`src/rtl/elapsed_timer_if.sv`:
```
// rtl/elapsed_timer_if.sv - control/status bundle between the elapsed timer and its user
interface elapsed_timer_if #(
  parameter int WIDTH = 32
);

  // Controls, driven by the user of the timer
  logic             i_run;
  logic             i_clear;
  logic [WIDTH-1:0] i_threshold;

  // Status, driven by the timer
  logic [WIDTH-1:0] o_elapsed;
  logic             o_sec_tick;
  logic             o_reached;
  logic             o_saturated;

  modport master (
    output i_run,
    output i_clear,
    output i_threshold,
    input  o_elapsed,
    input  o_sec_tick,
    input  o_reached,
    input  o_saturated
  );

  modport slave (
    input  i_run,
    input  i_clear,
    input  i_threshold,
    output o_elapsed,
    output o_sec_tick,
    output o_reached,
    output o_saturated
  );

endinterface

```
`src/rtl/elapsed_timer.sv`:
```
// rtl/elapsed_timer.sv - saturating count-up seconds timer with sticky threshold flag
module elapsed_timer #(
  parameter int WIDTH         = 32,
  parameter int TICKS_PER_SEC = 100_000_000
) (
  input  logic          clk,
  input  logic          rst,
  elapsed_timer_if.slave bus
);

  localparam int PW = (TICKS_PER_SEC > 1) ? $clog2(TICKS_PER_SEC) : 1;
  localparam logic [PW-1:0] P_TERM = PW'(TICKS_PER_SEC - 1);

  typedef enum logic [1:0] {
    S_IDLE = 2'd0,
    S_RUN  = 2'd1,
    S_HOLD = 2'd2
  } state_t;

  state_t           r_state;
  logic [PW-1:0]    r_prescaler;
  logic [WIDTH-1:0] r_elapsed;
  logic             r_sec_tick;
  logic             r_reached;
  logic             r_saturated;
  logic             r_clear_d;

  logic             w_clear_edge;
  logic             w_at_term;
  logic             w_at_max;
  logic             w_reach_hit;

  assign w_clear_edge = bus.i_clear & ~r_clear_d;
  assign w_at_term    = (r_prescaler == P_TERM);
  assign w_at_max     = &r_elapsed;
  // A zero threshold disables the reminder entirely
  assign w_reach_hit  = (bus.i_threshold != '0) && (r_elapsed >= bus.i_threshold);

  assign bus.o_elapsed   = r_elapsed;
  assign bus.o_sec_tick  = r_sec_tick;
  assign bus.o_reached   = r_reached;
  assign bus.o_saturated = r_saturated;

  // Delayed copy of clear so only its rising edge acts; a held clear lets counting resume
  always_ff @(posedge clk or posedge rst) begin
    if (rst) begin
      r_clear_d <= 1'b0;
    end else begin
      r_clear_d <= bus.i_clear;
    end
  end

  // Run/hold state machine with prescaler, seconds counter and sticky flags
  always_ff @(posedge clk or posedge rst) begin
    if (rst) begin
      r_state     <= S_IDLE;
      r_prescaler <= '0;
      r_elapsed   <= '0;
      r_sec_tick  <= 1'b0;
      r_reached   <= 1'b0;
      r_saturated <= 1'b0;
    end else begin
      r_sec_tick <= 1'b0;
      if (w_clear_edge) begin
        // Clear beats everything, including a coincident terminal count
        r_state     <= S_IDLE;
        r_prescaler <= '0;
        r_elapsed   <= '0;
        r_reached   <= 1'b0;
        r_saturated <= 1'b0;
      end else begin
        r_reached <= r_reached | w_reach_hit;
        case (r_state)
          S_IDLE: begin
            if (bus.i_run) begin
              r_state <= S_RUN;
            end
          end
          S_RUN: begin
            // The cycle in which run drops still counts; the pause starts after it
            if (w_at_term) begin
              r_prescaler <= '0;
              r_sec_tick  <= 1'b1;
              if (w_at_max) begin
                r_saturated <= 1'b1;
              end else begin
                r_elapsed <= r_elapsed + 1'b1;
              end
            end else begin
              r_prescaler <= r_prescaler + 1'b1;
            end
            if (!bus.i_run) begin
              r_state <= S_HOLD;
            end
          end
          S_HOLD: begin
            // Prescaler is left untouched so a partial second survives the pause
            if (bus.i_run) begin
              r_state <= S_RUN;
            end
          end
          default: begin
            r_state <= S_IDLE;
          end
        endcase
      end
    end
  end

endmodule

```
`src/flat_wrapper.sv`:
```
// flat-port wrapper written by rule: the top's interface ports become plain ports
module elapsed_timer_flat 
#(
  parameter int WIDTH         = 32,
  parameter int TICKS_PER_SEC = 100_000_000
)
  (clk, rst, bus_i_run, bus_i_clear, bus_i_threshold, bus_o_elapsed, bus_o_sec_tick, bus_o_reached, bus_o_saturated);
  elapsed_timer_if #(.WIDTH(WIDTH)) bus_i ();
  input  logic clk;
  input  logic rst;
  input wire logic [$bits(bus_i.i_run)-1:0] bus_i_run;
  input wire logic [$bits(bus_i.i_clear)-1:0] bus_i_clear;
  input wire logic [$bits(bus_i.i_threshold)-1:0] bus_i_threshold;
  output wire logic [$bits(bus_i.o_elapsed)-1:0] bus_o_elapsed;
  output wire logic [$bits(bus_i.o_sec_tick)-1:0] bus_o_sec_tick;
  output wire logic [$bits(bus_i.o_reached)-1:0] bus_o_reached;
  output wire logic [$bits(bus_i.o_saturated)-1:0] bus_o_saturated;
  assign bus_i.i_run = bus_i_run;
  assign bus_i.i_clear = bus_i_clear;
  assign bus_i.i_threshold = bus_i_threshold;
  assign bus_o_elapsed = bus_i.o_elapsed;
  assign bus_o_sec_tick = bus_i.o_sec_tick;
  assign bus_o_reached = bus_i.o_reached;
  assign bus_o_saturated = bus_i.o_saturated;
  elapsed_timer #(.WIDTH(WIDTH), .TICKS_PER_SEC(TICKS_PER_SEC)) u_core (.clk(clk), .rst(rst), .bus(bus_i));
endmodule
```
`config.mk`:
```
export PLATFORM = sky130hd
export DESIGN_NAME = elapsed_timer_flat
export DESIGN_NICKNAME = d
export VERILOG_FILES = /design/src/rtl/elapsed_timer_if.sv /design/src/rtl/elapsed_timer.sv /design/src/flat_wrapper.sv
export SDC_FILE = /design/constraint.sdc
export NUM_CORES = 1
export LEC_CHECK = 0
export BUFFER_PORTS_ARGS = -buffer_cell sky130_fd_sc_hd__buf_2
export CAP_MARGIN = 40
export CORE_ASPECT_RATIO = 0.75
export CORE_UTILIZATION = 50
export DETAILED_ROUTE_END_ITERATION = 8
export GPL_TIMING_DRIVEN = 0
export PLACE_DENSITY = 0.69
export SYNTH_ARGS = -nofsm -noshare
export SYNTH_HDL_FRONTEND = slang
export SYNTH_SLANG_ARGS = --single-unit
```
`constraint.sdc`:
```
create_clock -name clk -period 3.7 [get_ports clk]
set_input_delay 0.185 -clock clk [delete_from_list [all_inputs] [get_ports clk]]
set_output_delay 0.185 -clock clk [all_outputs]
set_load 0.02 [all_outputs]
```
* Yosys cells after proc, flatten, opt, wreduce, memory -nomap -nowiden
Cells that the tools add are included.
** Word-level totals
- Register bits :: 65
- Bits of input ports :: 36
- Output and inout bits :: 35
- Word-level logic and storage cells :: 49
** Cells by class
- Add/sub/neg operators :: 2
- $lt $le $gt $ge :: 1
- Equal/unequal tests :: 6
- Mux-type cells :: 19
- Bitwise gates (word level) :: 3
- Reduce and logical (&&, ||, !) cells :: 11
** Operators with widths (count)
- $mux 32 :: 4
- $mux 27 :: 3
- $add 32x1->32 const B :: 1
- $ge 32x32->1 :: 1
- $reduce_and 32->1 :: 1
- $reduce_bool 32->1 :: 1
- $add 27x1->27 const B :: 1
- $eq 27x27->1 const B :: 1
- $mux 1 :: 8
- $mux 2 :: 3
- $reduce_and 3->1 :: 2
- $reduce_bool 2->1 :: 3
- $pmux 2 s2 :: 1
- $ne 3x1->1 const B :: 1
- $ne 3x2->1 const B :: 1
- $eq 2x1->1 const B :: 1
- $eq 2x2->1 const B :: 1
- $logic_not 2->1 :: 1
- $ne 2x1->1 const B :: 1
- $reduce_and 2->1 :: 1
- $reduce_or 2->1 :: 1
- $and 1x1->1 :: 1
- $logic_and 1x1->1 :: 1
- $not 1->1 :: 1
- $or 1x1->1 :: 1

* Longest topological paths before layout
- Depth in word-level cells :: 5
- Depth in mapped cells :: 9
- Mapped depth without buffers :: 8

* Worst setup path before layout
OpenSTA, ideal clock, no wires.
- Kind :: register -> register
- Start point :: register u_core.r_elapsed[1], in the netlist u_core.bus.o_elapsed[1]
- End point :: register u_core.r_elapsed[23], in the netlist u_core.bus.o_elapsed[23]
- Setup time :: 0.132 ns
- Data arrival time :: 1.976 ns
- Data required time :: 3.568 ns
- Slack :: 1.592 ns
- Cell stages (with the launch flop) :: 8
- Buffers on the path :: 0
- Clock period less this slack :: 2.108 ns
- Cell sequence :: dfrtp_1 ha_1 inv_1 or3_1 nor4b_4 nor3_1 xnor2_1 nor2_1
** On the way
- Word-level cells in the longest chain between the ends :: 5
- Elaborated cells on any way between the ends :: 8
- Classes of those cells :: 1 x add/sub; 1 x eq/ne; 4 x mux; 2 x reduce/logical
** RTL lines
- start: declaration :: line elapsed_timer.sv:22 : logic [WIDTH-1:0] r_elapsed;
- start signal: assignment :: line elapsed_timer.sv:87 : r_elapsed <= r_elapsed + 1'b1;
- $add 32x1->32 :: line elapsed_timer.sv:87
- $mux 32 :: line elapsed_timer.sv:84 : if (w_at_max) begin
- $mux 32 :: line elapsed_timer.sv:81 : if (w_at_term) begin
- $mux 32 :: line elapsed_timer.sv:73 : case (r_state)
- $mux 32 :: line elapsed_timer.sv:64 : if (w_clear_edge) begin
Several ways; a longest one is shown, not always the timed one. The select of a mux whose other input is x is not followed.
A chain may end at the register's enable or synchronous reset.

* Final worst setup path
- Start point :: register u_core.r_elapsed[24], in the netlist u_core.bus.o_elapsed[24]
- End point :: register u_core.r_elapsed[3], in the netlist u_core.bus.o_elapsed[3]
** On the way
- Word-level cells in the longest chain between the ends :: 3
** RTL lines
- $reduce_and 32->1 :: line elapsed_timer.sv:35 : assign w_at_max = &r_elapsed;
- $ne 2x1->1 (no line)
- $reduce_and 3->1 (no line)
No other way between the ends.

==> impl_metrics.py <==
metrics = {
    "timing": {
        "fin_setup_tns_ns": 0,
        "tightest_slew_ns": 0.732,
        "finalMaxSlewViolations": 0,
        "period_share_pct": 65.3,
        "hold_viol_final": 32,
        "rsz0062_at_grt": "false",
        "clock_skew_ns": 0.00442,
        "slew_headroom_pct": 51.1,
        "setup_ws_ns": 1.28,
        "fmax_mhz": 414,
        "finalSetupViolations": 0,
        "whs_ns": -0.0212,
        "fin_crit_ns": 2.42,
    },
    "logic_synthesis": {
        "ys_seq_elements": 65,
        "seq_area_frac_synth_pct": 37.6,
        "synth-async-reset-ratio_pct": 100,
        "ys_warn_count": 0,
        "synth_cell_types": 54,
        "ys.flop_type": "dfrtp_1",
        "synth_nets": 552,
        "synth_top_area_share_pct": 37.6,
        "yosysTopAreaCell": "dfrtp_1",
        "syn_avg_cell_area_um2": 8.96,
        "synthesis.area_mm2": 0.00432,
        "synth_area_leaders": "dfrtp_1 (38%), ha_1 (9.8%), xor2_1 (5.3%)",
        "synth_edf_count": 0,
        "syn_inst": 482,
    },
    "setup_path": {
        "cp-end-kind": "flip-flop",
        "crit_type": "flip-flop to flip-flop",
        "critical-path-max-stage-delay_ns": 0.59,
        "required_ns": 3.89,
        "critPathArrivalTime_ns": 2.61,
        "critical_path.slowest_cell": "nor3_1",
        "path_max_fanout": 10,
        "ff2ff_path_depth": 7,
        "cp_cell_sequence": "nand4_1 -> nor3_1 -> nand4_2 -> buf_2 -> nand3_1 -> xor2_1 -> nor2_1",
        "critPathLaunchType": "flip-flop",
    },
    "placed_design": {
        "gp_congestion": 0.822,
        "place_inst": 658,
        "port_buffers": 70,
        "dp.final_hpwl_mm": 8.41,
        "placed_area_mm2": 0.00482,
        "pre_cts_ws_ns": 1.33,
    },
    "cells_and_area": {
        "nNetsFinal": 635,
        "regArea_mm2": 0.00163,
        "multi_input_area_mm2": 0.00249,
        "nFillCells": 725,
        "diodes": 0,
        "layout_commonest_cell": "buf_2",
        "final-instance-count-excl-fill": 675,
        "final_cell_mix": "buf_2 (74), dfrtp_1 (65), nor2_1 (54)",
        "final_area_mm2": 0.00511,
        "drive_above_1_share_pct": 19.1,
        "syn2layout_area_growth_pct": 18.4,
    },
    "clock_network": {
        "post-cts-setup-buffers": 0,
        "cts_resized": 0,
        "cts_tree": "built",
        "h-tree-depth": 3,
        "numCtsBuffers": 9,
        "hold_buffers": 1,
        "cts_root_buf": "clkbuf_16",
        "path_clk_slew_ns": 0.06,
        "cts.sinks": 65,
        "worstSkewPairLatency_ns": 0.33,
        "cts_buffer_depth": 2,
    },
    "drt": {
        "dr_total_vias": 3899,
        "drtIter0Drc": 225,
        "drc": 0,
        "wirelength_mm": 11.0,
        "drt_first_pass_iters": 4,
        "avgViaCountPerCell": 5.78,
        "antenna_left": 0,
        "wire_per_inst_um": 16.3,
    },
    "global_route": {
        "overflow": 0,
        "antenna_found_initial": 0,
        "grt_first_pass_wirelength_mm": 18.1,
        "first_global_vias": 3660,
        "gr-usage-all-layers_pct": 26.7,
        "grt_max_degree": 34,
    },
    "die": {
        "dieWidth_um": 109,
        "initial_core_util_pct": 53.2,
        "dieHeight_um": 82.5,
        "die_area_mm2": 0.00902,
        "core_area_mm2": 0.00813,
        "ios": 71,
        "rows": 28,
    },
    "power_and_ir_drop": {
        "p_int_mw": 1.24,
        "power_density_mw_per_mm2": 326,
        "switching_share_pct": 25.5,
        "seqPwrFrac_pct": 44.1,
        "p_switching_uw": 426,
        "p_clk_share_pct": 48.3,
        "power_frac_comb_pct": 7.6,
        "ir_drop_mv": 0.233,
        "p_leak_nw": 2.63,
    },
    "run_status": {
        "failed_checks": "hold timing",
        "status": "finished with violations",
    },
    "hold_path": {
        "hold_class": "input port to asynchronous set/reset pin",
    },
    "flow_run": {
        "drv_cap": 0,
    },
}
[worst paths after layout]
kind,startpoint,endpoint,slack [ns]
min reg2reg,u_core.r_prescaler[26],u_core.r_prescaler[26],0.50
max in group asynchronous,rst,u_core.bus.o_elapsed[25],3.09
min,rst,u_core.r_prescaler[14],-0.02
max reg2reg,u_core.bus.o_elapsed[24],u_core.bus.o_elapsed[3],1.28
max,u_core.bus.o_elapsed[24],u_core.bus.o_elapsed[3],1.28
min in group clk,bus_i_run,u_core.r_state[1],0.04
[cells in the mapped netlist, types with 2 or more instances]
cell / n
a211oi_1: 2
a21o_1: 3
a21oi_1: 19
a31oi_1: 5
a41o_1: 2
and2_1: 4
and3_1: 16
and4_1: 8
buf_2: 4
clkbuf_1: 3
dfrtp_1: 65
ha_1: 34
inv_1: 40
nand2_1: 36
nand2b_1: 5
nand3_1: 29
nand4_1: 22
nand4_2: 2
nand4_4: 2
nor2_1: 54
nor2b_1: 2
nor3_1: 15
nor3b_1: 2
nor4_1: 14
nor4_4: 2
o211ai_1: 3
o21a_1: 2
o21ai_0: 13
o31ai_1: 4
or2_2: 2
or3_1: 5
xnor2_1: 16
xor2_1: 26
[sequential cells by signal, summed over array words and instances (netlist names)]
signal	cells
u_core.bus.o_saturated	1
u_core.r_prescaler	27
u_core.r_state	2
u_core.r_clear_d	1
u_core.bus.o_reached	1
u_core.bus.o_elapsed	32
u_core.bus.o_sec_tick	1
[kinds of logic after synthesis]
group | after synthesis | share of synthesized area [%]
flops | 65 | 37.6
simple gates | 230 | 30.4
fa+ha+maj | 34 | 9.85
compound gates | 61 | 8.92
buf+inv | 50 | 4.72
xor+xnor | 42 | 8.51
[critical path, delay by kind of cell, from the launching register on]
family | cells | cell delay [ns]
XOR/XNOR | 1 | 0.16
buffers and inverters | 1 | 0.30
flip-flops | 1 | 0.48
AND/OR/NAND/NOR | 5 | 1.34
[metal layers]
layer	track usage [%]	wire length, um	vias to the layer above	share of wire, %
li1	-	-	1902	-
met1	40.8	5640	1855	51
met5	0	0	-	0
met4	7.73	104	0	0.95
met2	38.1	4520	134	41
met3	4.87	729	8	6.6
[final cells by class]
| cell class | count | share of cell area, % |
|---|---|---|
| Buffer | 10 | 1.05 |
| Clock buffer | 10 | 4.67 |
| Clock inverter | 6 | 0.832 |
| Inverter | 40 | 2.94 |
| Multi-Input combinational cell | 367 | 48.7 |
| Sequential cell | 65 | 31.8 |
| Tap cell | 105 | 2.57 |
| Timing Repair Buffer | 72 | 7.44 |
[power groups by stage]
stage | logic [mW] | clock network (mW) | registers [mW]
after floorplan | 0.0755 | 0 | 0.744
after global placement | 0.119 | 0 | 0.747
after detailed placement | 0.127 | 0 | 0.748
after CTS | 0.128 | 0.814 | 0.735
after global routing | 0.146 | 0.842 | 0.738
final | 0.127 | 0.806 | 0.736
[stage by stage]
step           utilization [%]  power [mW]
2_1_floorplan                -       0.820
3_3_place_gp              59.1       0.866
3_5_place_dp              59.3       0.875
4_1_cts                   62.9        1.68
5_1_grt                   62.9        1.73
6_report                  62.9        1.67
No activity file was read; power rests on OpenSTA's default activity.
